File: src/rtl/count_enable_gen_pkg.sv
// Shared types and default widths for the count-enable generator.
package count_enable_pkg;

  localparam int DEFAULT_DIV_W   = 8;
  localparam int DEFAULT_BURST_W = 4;

  typedef enum logic [1:0] {
    IDLE  = 2'd0,
    RUN   = 2'd1,
    PAUSE = 2'd2,
    DONE  = 2'd3
  } state_t;

endpackage

File: src/rtl/count_enable_gen_if.sv
// Control/status bundle between a controller and the count-enable generator.
interface count_enable_if
  import count_enable_pkg::*;
#(
  parameter int DIV_W   = DEFAULT_DIV_W,
  parameter int BURST_W = DEFAULT_BURST_W
);

  logic               start;
  logic               stop;
  logic               pause;
  logic [DIV_W-1:0]   div;
  logic [BURST_W-1:0] burst;
  logic               en;
  logic               busy;
  logic               done;
  logic [BURST_W-1:0] issued;

  modport master (
    output start, stop, pause, div, burst,
    input  en, busy, done, issued
  );

  modport slave (
    input  start, stop, pause, div, burst,
    output en, busy, done, issued
  );

endinterface

File: src/rtl/count_enable_gen_prescaler.sv
// Free-running divide-by-(div_q+1) prescaler; wrap marks the terminal count.
module en_prescaler
  import count_enable_pkg::*;
#(
  parameter int DIV_W = DEFAULT_DIV_W
) (
  input  logic             clk,
  input  logic             rst,
  input  logic             clr,
  input  logic             hold,
  input  logic [DIV_W-1:0] div_q,
  output logic             wrap
);

  logic [DIV_W-1:0] cnt;

  assign wrap = (cnt == div_q);

  always_ff @(posedge clk or posedge rst) begin
    if (rst) begin
      cnt <= '0;
    end else if (clr) begin
      cnt <= '0;
    end else if (!hold) begin
      cnt <= wrap ? '0 : cnt + 1'b1;
    end
  end

endmodule

File: src/rtl/count_enable_gen.sv
// Burst/continuous enable-pulse generator: run/pause/stop FSM plus issued counter.
module count_enable_gen
  import count_enable_pkg::*;
#(
  parameter int DIV_W   = DEFAULT_DIV_W,
  parameter int BURST_W = DEFAULT_BURST_W
) (
  input logic         clk,
  input logic         rst,
  count_enable_if.slave bus
);

  state_t             state, state_n;
  logic [DIV_W-1:0]   div_q;
  logic [BURST_W-1:0] burst_q;
  logic [BURST_W-1:0] issued, issued_n;
  logic               en_q, en_n;
  logic               done_q, done_n;
  logic               load;
  logic               wrap;
  logic               advance;

  // The prescaler only moves on edges where a run is active and neither pause nor stop is asserted.
  assign advance = ((state == RUN) || (state == PAUSE)) && !bus.stop && !bus.pause;

  en_prescaler #(.DIV_W(DIV_W)) u_prescaler (
    .clk   (clk),
    .rst   (rst),
    .clr   (state == IDLE),
    .hold  (!advance),
    .div_q (div_q),
    .wrap  (wrap)
  );

  always_ff @(posedge clk or posedge rst) begin
    if (rst) begin
      state <= IDLE;
    end else begin
      state <= state_n;
    end
  end

  always_comb begin
    state_n  = state;
    issued_n = issued;
    en_n     = 1'b0;
    done_n   = 1'b0;
    load     = 1'b0;
    unique case (state)
      IDLE: begin
        if (bus.start && !bus.stop) begin
          state_n  = RUN;
          issued_n = '0;
          load     = 1'b1;
        end
      end
      RUN, PAUSE: begin
        if (bus.stop) begin
          state_n = IDLE;
        end else if (bus.pause) begin
          state_n = PAUSE;
        end else begin
          state_n = RUN;
          if (wrap) begin
            en_n     = 1'b1;
            issued_n = issued + 1'b1;
            if ((burst_q != '0) && (issued_n == burst_q)) begin
              state_n = DONE;
              done_n  = 1'b1;
            end
          end
        end
      end
      DONE: state_n = IDLE;
      default: state_n = IDLE;
    endcase
  end

  always_ff @(posedge clk or posedge rst) begin
    if (rst) begin
      div_q   <= '0;
      burst_q <= '0;
      issued  <= '0;
      en_q    <= 1'b0;
      done_q  <= 1'b0;
    end else begin
      if (load) begin
        div_q   <= bus.div;
        burst_q <= bus.burst;
      end
      issued <= issued_n;
      en_q   <= en_n;
      done_q <= done_n;
    end
  end

  assign bus.en     = en_q;
  assign bus.done   = done_q;
  assign bus.issued = issued;
  assign bus.busy   = (state != IDLE);

endmodule

File: src/flat_wrapper.sv
// flat-port wrapper written by rule: the top's interface ports become plain ports
module count_enable_gen_flat import count_enable_pkg::*;
#(
  parameter int DIV_W   = DEFAULT_DIV_W,
  parameter int BURST_W = DEFAULT_BURST_W
)
  (clk, rst, bus_start, bus_stop, bus_pause, bus_div, bus_burst, bus_en, bus_busy, bus_done, bus_issued);
  count_enable_if #(.DIV_W(DIV_W), .BURST_W(BURST_W)) bus_i ();
  input logic clk;
  input logic rst;
  input wire logic [$bits(bus_i.start)-1:0] bus_start;
  input wire logic [$bits(bus_i.stop)-1:0] bus_stop;
  input wire logic [$bits(bus_i.pause)-1:0] bus_pause;
  input wire logic [$bits(bus_i.div)-1:0] bus_div;
  input wire logic [$bits(bus_i.burst)-1:0] bus_burst;
  output wire logic [$bits(bus_i.en)-1:0] bus_en;
  output wire logic [$bits(bus_i.busy)-1:0] bus_busy;
  output wire logic [$bits(bus_i.done)-1:0] bus_done;
  output wire logic [$bits(bus_i.issued)-1:0] bus_issued;
  assign bus_i.start = bus_start;
  assign bus_i.stop = bus_stop;
  assign bus_i.pause = bus_pause;
  assign bus_i.div = bus_div;
  assign bus_i.burst = bus_burst;
  assign bus_en = bus_i.en;
  assign bus_busy = bus_i.busy;
  assign bus_done = bus_i.done;
  assign bus_issued = bus_i.issued;
  count_enable_gen #(.DIV_W(DIV_W), .BURST_W(BURST_W)) u_core (.clk(clk), .rst(rst), .bus(bus_i));
endmodule
File: config.mk
export PLATFORM = sky130hd
export DESIGN_NAME = count_enable_gen_flat
export DESIGN_NICKNAME = d
export VERILOG_FILES = /design/src/rtl/count_enable_gen_pkg.sv /design/src/rtl/count_enable_gen_if.sv /design/src/rtl/count_enable_gen_prescaler.sv /design/src/rtl/count_enable_gen.sv /design/src/flat_wrapper.sv
export SDC_FILE = /design/constraint.sdc
export NUM_CORES = 1
export LEC_CHECK = 0
export CELL_PAD_IN_SITES_DETAIL_PLACEMENT = 1
export CELL_PAD_IN_SITES_GLOBAL_PLACEMENT = 2
export CORE_MARGIN = 2
export CORE_UTILIZATION = 34
export CTS_BUF_LIST = sky130_fd_sc_hd__clkbuf_4 sky130_fd_sc_hd__clkbuf_8 sky130_fd_sc_hd__clkbuf_16
export DETAILED_ROUTE_END_ITERATION = 8
export GPL_TIMING_DRIVEN = 0
export PLACE_DENSITY = 0.8
export SKIP_LAST_GASP = 1
export SYNTH_ARGS = -nofsm -noshare
export SYNTH_HDL_FRONTEND = slang
export SYNTH_SLANG_ARGS = --single-unit
File: constraint.sdc
create_clock -name clk -period 2.8 [get_ports clk]
set_clock_uncertainty 0.1 [all_clocks]
set_input_delay 0.84 -clock clk [delete_from_list [all_inputs] [get_ports clk]]
set_output_delay 0.84 -clock clk [all_outputs]
set_load 0.02 [all_outputs]
## After elaboration in Yosys (flattened, before gate mapping)

Index checks and enable logic that the tools add are counted.

- Memories: 0
- RAM bits: 0
- Bits in latches: 0
- ROM bits: 0
- Bits in registers: 28

- Magnitude comparators: 0
- Bitwise gates (word level): 0
- Equal/unequal tests: 9
- $mul: 0
- Shift-type cells: 0
- Reductions and logical operators: 14
- Add/sub/neg operators: 2
- Divide/modulo/power cells: 0
- Muxes and demuxes: 25

Operator list:

| kind | number |
|---|---|
| 8-bit two-way mux | 3 |
| 4-bit two-way mux | 4 |
| 1-bit two-way mux | 11 |
| 2-bit two-way mux | 5 |
| 8-bit by 1-bit adder with 8-bit output (second input constant) | 1 |
| 8-bit equality test | 1 |
| 4-bit case mux with 2 select lines | 1 |
| 2-bit != test (second input constant) | 3 |
| 2-bit case mux with 3 select lines | 1 |
| 2-bit nonzero test | 3 |
| 5-bit AND reduction | 1 |
| 4-bit by 1-bit adder with 4-bit output (second input constant) | 1 |
| 2-bit equality test (second input constant) | 2 |
| 4-bit equality test | 1 |
| 1-bit logical AND | 4 |
| 4-bit nonzero test | 1 |
| 2-bit by 1-bit equality test with 1-bit output (second input constant) | 1 |
| 1-bit zero test | 2 |
| 2-bit zero test | 1 |
| 2-bit by 1-bit != test with 1-bit output (second input constant) | 1 |
| 2-bit OR reduction | 1 |
| 1-bit logical OR | 1 |

## Longest topological paths before layout

Gate-level depths: netlist (run 1).

- Depth after elaboration: 8
- Gate-level depth with buffers: 7
- Gate-level depth less buffers: 6

## Modules after synthesis

From an unflattened synthesis (run 1), not the netlist that was laid out.

- Cells, all modules: 137
- Area, all modules: 1547.7 um2

By module, submodules not included:

| module | area each (um2) | cells an instance | instances |
|---|---|---|---|
| count_enable_gen | 1026.0 | 84 | 1 |
| en_prescaler | 521.8 | 53 | 1 |

## Worst setup path after synthesis (run 1)

OpenSTA, ideal clock, no wires.

- Kind: input -> register
- Start point: in bus_pause
- End point: reg u_core.u_prescaler.cnt[6]
- Setup time: 78 ps
- Setup slack: 641 ps
- Stages on the path: 5
- Buffers on the path: 1
- Arrival: 1981 ps
- Path through: or3b_2 > clkbuf_1 > a2111oi_0 > a31oi_1 > a21oi_1

- Longest elaborated chain between the ends: 3

RTL lines:

| item | line | text |
|---|---|---|
| from (decl) | flat_wrapper.sv:13 | `input wire logic [$bits(bus_i.pause)-1:0] bus_pause;` |
| 1-bit zero test | count_enable_gen.sv:24 | `assign advance = ((state == RUN) \|\| (state == PAUSE)) && !bus.stop && !bus.pause;` |
| 1-bit logical AND | count_enable_gen.sv:24 |  |
| 2-bit nonzero test (no source line) | - |  |
| to (signal assigned) | count_enable_gen_prescaler.sv:25 | `cnt <= wrap ? '0 : cnt + 1'b1;` |
| to (decl) | count_enable_gen_prescaler.sv:15 | `logic [DIV_W-1:0] cnt;` |

No other way between the ends.
A chain may end at the register's enable or synchronous reset.

## Final worst setup path (run 1)

- Start point: in bus_pause
- End point: reg u_core.u_prescaler.cnt[7]

Same word-level chain as after synthesis.

==> results of run 1 <==
## routing by layer
| metal | vias to the layer above | track usage (%) | part of all wire, % |
|---|---|---|---|
| li1 | 557 | - | - |
| met1 | 613 | 19.84 | 45 |
| met2 | 21 | 27.57 | 50 |
| met3 | 5 | 2.137 | 3.3 |
| met4 | 0 | 5.660 | 1.9 |
| met5 | - | 0 | 0 |
## flip-flops by register name, summed over array words and instances, names as in the netlist
name / count
u_core.burst_q: 4
u_core.bus.done: 1
u_core.bus.en: 1
u_core.bus.issued: 4
u_core.div_q: 8
u_core.state: 2
u_core.u_prescaler.cnt: 8
## path summary, 6_finish.rpt
path	from	to	slack [ns]
worst min-delay path	u_core.div_q[3]	u_core.div_q[3]	0.44
min in group asynchronous	rst	u_core.div_q[4]	1.03
max in group asynchronous	rst	u_core.bus.issued[2]	0.93
worst max-delay path	bus_pause	u_core.u_prescaler.cnt[7]	0.18
worst min register to register	u_core.div_q[3]	u_core.div_q[3]	0.44
worst max register to register	u_core.state[0]	u_core.u_prescaler.cnt[7]	0.39
## cell type report
cell class / count / area (sq um) / area share [%]
clock inverter: 1 / 30.03 / 1.579
inverter: 5 / 18.77 / 0.9868
buffer: 4 / 16.27 / 0.8553
clock buffer: 3 / 41.29 / 2.171
sequential: 28 / 700.7 / 36.84
tap: 52 / 65.06 / 3.421
multi-input combinational: 100 / 800.8 / 42.11
timing repair buffer: 23 / 229.0 / 12.04
## power by group
part	switching, mW	total, mW	internal (mW)
Sequential	0.111	0.647	0.536
Combinational	0.455	0.861	0.406
Clock	0.136	0.328	0.192
Total	0.702	1.84	1.13
## critical path, stage by stage
cell and delay [ns]:
clkdlybuf4s50_1 0.49, or3b_2 0.49, clkbuf_1 0.26, a2111oi_0 0.43, a31oi_1 0.08, a21oi_1 0.14
## synth_stat cells, types with 3 or more instances
| library cell | number | share of area [%] |
|---|---|---|
| dfrtp_1 | 28 | 46 |
| mux2_2 | 13 | 9.5 |
| xor2_1 | 10 | 5.7 |
| nand2_1 | 8 | 2.0 |
| a21oi_1 | 6 | 2.0 |
| inv_1 | 5 | 1.2 |
| and2_1 | 4 | 1.6 |
| clkbuf_1 | 4 | 0.98 |
| ha_1 | 4 | 3.3 |
| nand3_1 | 4 | 1.3 |
| nor2_1 | 4 | 0.98 |
| nor3_1 | 4 | 1.3 |
| o21ai_0 | 4 | 1.3 |
| a221o_1 | 3 | 2.0 |
| a31oi_1 | 3 | 1.2 |
| a32o_1 | 3 | 2.0 |
| and3_1 | 3 | 1.2 |
| nor3b_1 | 3 | 1.5 |
| xnor2_1 | 3 | 1.7 |
## repair_timing
item / in CTS / in global routing
gates resized for setup: 2 / 1
setup endpoints to repair: 1 / 1
pin swaps: 0 / 0
## kinds of logic (layout without fill, tap and decap cells)
| group | count (synthesis) | after routing | share of synthesized area [%] |
|---|---|---|---|
| AO/OA/AOI/OAI | 26 | 26 | 12.23 |
| XOR/XNOR | 13 | 13 | 7.417 |
| adder cells (fa/ha/maj) | 4 | 4 | 3.260 |
| buffers and inverters | 9 | 36 | 2.200 |
| flip-flops | 28 | 28 | 45.64 |
| multiplexers | 14 | 14 | 10.19 |
| AND/OR/NAND/NOR | 43 | 43 | 19.07 |
==> results.yml, run 1 <==
grt:
  grt_pass1_vias: 1330
  grt_pass1_wl_mm: 6.354
  antenna_found_initial: 0
  gr-usage-all-layers_pct: 15.78
  grt.overflow.total: 0
  grt_max_degree: 29
sta:
  fin_ws_ns: 0.1792
  final-hold-violation-count: 0
  slew_headroom_pct: 27.54
  period_needed_ns: 2.621
  hold_slack_ns: 0.4373
  setup_violations: 0
  final.setup.tns_ns: 0
  rsz0062_at_grt: "false"
  worst_pin_slew_ns: 1.086
  fmax_mhz: 381.6
  slew_violations: 0
  min_period_over_period_pct: 93.60
clock_tree:
  cts_buffers: 3
  cts_max_path_buffers: 2
  cts.sinks: 28
  post_cts_buffers: 0
  path_clk_slew_ns: 0.10
  cts_tree: "built"
  htree_num_levels: 1
  ctsHoldBuffers: 0
  cts_root_buf: "clkbuf_8"
  worstSkewPairLatency_ns: 0.28
finish:
  final_util_pct: 43.68
  fin_nets: 186
  final_cells: 216
  filler_cell_count: 473
  drive_above_1_share_pct: 16.46
  final_cell_mix: "28 x dfrtp_1, 22 x clkdlybuf4s50_1, 13 x mux2_2"
  syn_to_final_growth_pct: 23.88
  design_area_sq_um: 1902
  diodes: 0
  mostFrequentLayoutCell: "dfrtp_1"
floorplan:
  fp.dieH_microns: 71.20
  die-area_sq_um: 5069
  die_w_microns: 71.20
  io_pins: 24
  coreArea_sq_um: 4354
  rows: 24
  start_util_pct: 35.26
yosys:
  synth-warning-count: 0
  synth_cell_types: 36
  yosysSeqAreaShare_pct: 45.64
  ys_ff_latch: 28
  syn_inst: 137
  synth_ff_type: "dfrtp_1"
  syn_area_sq_um: 1535
  synth_async_sr_flop_share_pct: 100.0
  syn_area_per_cell_sq_um: 11.21
  synth_nets: 158
  synth_edf_count: 0
worst_setup_path:
  worstSetupEndpointType: "register"
  criticalPathCategory: "in2reg"
  worstSetupStartpointType: "input pin"
  crit_required_ns: 2.91
  crit_arrival_ns: 2.74
  reg2reg_depth: 7
  path_max_fanout: 10
min_path:
  holdPathStages: 1
  hold_path_class: "reg2reg"
placed_design:
  dp_cells: 212
  routabilityCongestion: 0.8021
  dpl_cell_area_sq_um: 1831
  pre_cts_slack_ns: -0.1231
  post-dp-hpwl_mm: 2.684
  io_buffers: 23
route:
  detail-route-antenna-nets: 0
  wl_mm: 3.613
  drt_iter0_drc: 39
  first_pass_iters: 4
  vias: 1196
  routedWlPerCell_microns: 16.73
  route.detailed.drc: 0
  vias_per_cell: 5.537
pwr:
  pwr_density_cell_nw_per_um2: 964.9
  leakagePower_nw: 0.7965
  ir_worst_vdd_v: 0.0004813
  total_power_mw: 1.835
flow_run:
  cap_viol_max_count: 0
run_status:
  outcome: "finished, final reports clean"
No activity file was read; power rests on OpenSTA's default activity.
==> inputs of run 2 (changes only) <==
- SLEW_MARGIN: default -> 20
==> results.yml, run 2 (same netlist as run 1, synthesis figures left out) <==
clock_tree:
  cts_root_buf: "clkbuf_8"
  cts_max_path_buffers: 2
  worstSkewPairLatency_ns: 0.28
  post_cts_buffers: 0
  cts_tree: "built"
  cts.sinks: 28
  htree_num_levels: 1
  cts_buffers: 3
  path_clk_slew_ns: 0.10
placed_design:
  post-dp-hpwl_mm: 2.684
  routabilityCongestion: 0.8021
  io_buffers: 23
  pre_cts_slack_ns: -0.1231
floorplan:
  io_pins: 24
  coreArea_sq_um: 4354
  start_util_pct: 35.26
  die-area_sq_um: 5069
  rows: 24
  fp.dieH_microns: 71.20
  die_w_microns: 71.20
sta:
  final-hold-violation-count: 0
  rsz0062_at_grt: "false"
  worst_pin_slew_ns: 0.5996
  fin_ws_ns: 0.1792
  slew_violations: 0
  period_needed_ns: 2.621
  min_period_over_period_pct: 93.60
  setup_violations: 0
  fmax_mhz: 381.6
  slew_headroom_pct: 59.97
finish:
  syn_to_final_growth_pct: 23.88
  fin_nets: 186
  diodes: 0
  final_cell_mix: "28 x dfrtp_1, 22 x clkdlybuf4s50_1, 13 x mux2_2"
  top_regs: "u_core.div_q: 8 flops, u_core.u_prescaler.cnt: 8 flops"
  final_util_pct: 43.68
  mostFrequentLayoutCell: "dfrtp_1"
  drive_above_1_share_pct: 17.07
route:
  wl_mm: 3.613
  drt_iter0_drc: 39
  vias_per_cell: 5.537
  first_pass_iters: 4
  routedWlPerCell_microns: 16.73
  route.detailed.drc: 0
  detail-route-antenna-nets: 0
  vias: 1196
pwr:
  ir_worst_vdd_v: 0.0004813
  pwr_density_cell_nw_per_um2: 965.0
  leakagePower_nw: 0.7954
grt:
  gr-usage-all-layers_pct: 15.78
  grt_pass1_wl_mm: 6.354
  grt_max_degree: 29
  antenna_found_initial: 0
  grt.overflow.total: 0
  grt_pass1_vias: 1330
worst_setup_path:
  reg2reg_slack_ns: 0.39
  criticalPathCategory: "in2reg"
  crit_arrival_ns: 2.74
  worstSetupEndpointType: "register"
  worstSetupStartpointType: "input pin"
  reg2reg_depth: 7
  r2r_start: "u_core.state[0]"
  path_max_fanout: 10
  rr_endpoint: "u_core.u_prescaler.cnt[7]"
  crit_required_ns: 2.91
  critPathLaunch: "bus_pause"
min_path:
  hold_end: "u_core.div_q[3]"
  holdPathStages: 1
  hold_path_class: "reg2reg"
  min-delay-start: "u_core.div_q[3]"
flow_run:
  cap_viol_max_count: 0
run_status:
  outcome: "finished, final reports clean"
-- run 2: final cells by class --
cell class,count,area (sq um)
fill,473,2452
multi-input combinational,100,800.8
sequential,28,700.7
timing repair buffer,23,229.0
tap,52,65.06
clock buffer,3,41.29
clock inverter,1,30.03
inverter,5,18.77
buffer,4,16.27
-- run 2: routing by layer --
| layer | part of all wire (%) | track usage (%) |
|---|---|---|
| met4 | 1.9 | 5.660 |
| met3 | 3.3 | 2.137 |
| met5 | 0 | 0 |
| met2 | 50 | 27.57 |
| met1 | 45 | 19.84 |
-- run 2: what timing repair did --
item	in CTS	in global routing
hold buffers	0	0
endpoints found under the setup margin	1	1
hold endpoints to repair	0	0
resized for setup	2	1
gates cloned	0	0
-- run 2: how the worst max path moves through the flow --
stage	slack, ns	to
after floorplan	0.64	u_core.u_prescaler.cnt[6]
after global placement	-0.05	u_core.div_q[4]
after detailed placement	-0.12	u_core.burst_q[1]
after CTS	0.11	bus_busy
after global routing	0.04	u_core.u_prescaler.cnt[6]
final	0.18	u_core.u_prescaler.cnt[7]
-- run 2: critical path, stage by stage --
cell             delay [ns]
clkdlybuf4s50_1        0.49
or3b_2                 0.49
clkbuf_1               0.26
a2111oi_0              0.43
a31oi_1                0.08
a21oi_1                0.14
-- run 2: report_power, final --
group	total [mW]	switching (mW)	internal, mW
clock	0.328	0.136	0.192
sequential	0.647	0.111	0.536
combinational	0.861	0.455	0.406
-- run 2: per-stage QoR --
| step | cell area (sq um) | setup TNS (ns) | hold WS [ns] | instances | power [mW] |
|---|---|---|---|---|---|
| 2_1_floorplan | 1535 | 0 | 0.3987 | 137 | 1.283 |
| 3_3_place_gp | 1831 | -0.5645 | 0.4106 | 212 | 1.474 |
| 3_5_place_dp | 1831 | -1.532 | 0.4181 | 212 | 1.526 |
| 4_1_cts | 1902 | 0 | 0.4423 | 216 | 1.850 |
| 5_1_grt | 1902 | 0 | 0.4642 | 216 | 1.969 |
| 6_report | 1902 | 0 | 0.4373 | 216 | 1.835 |
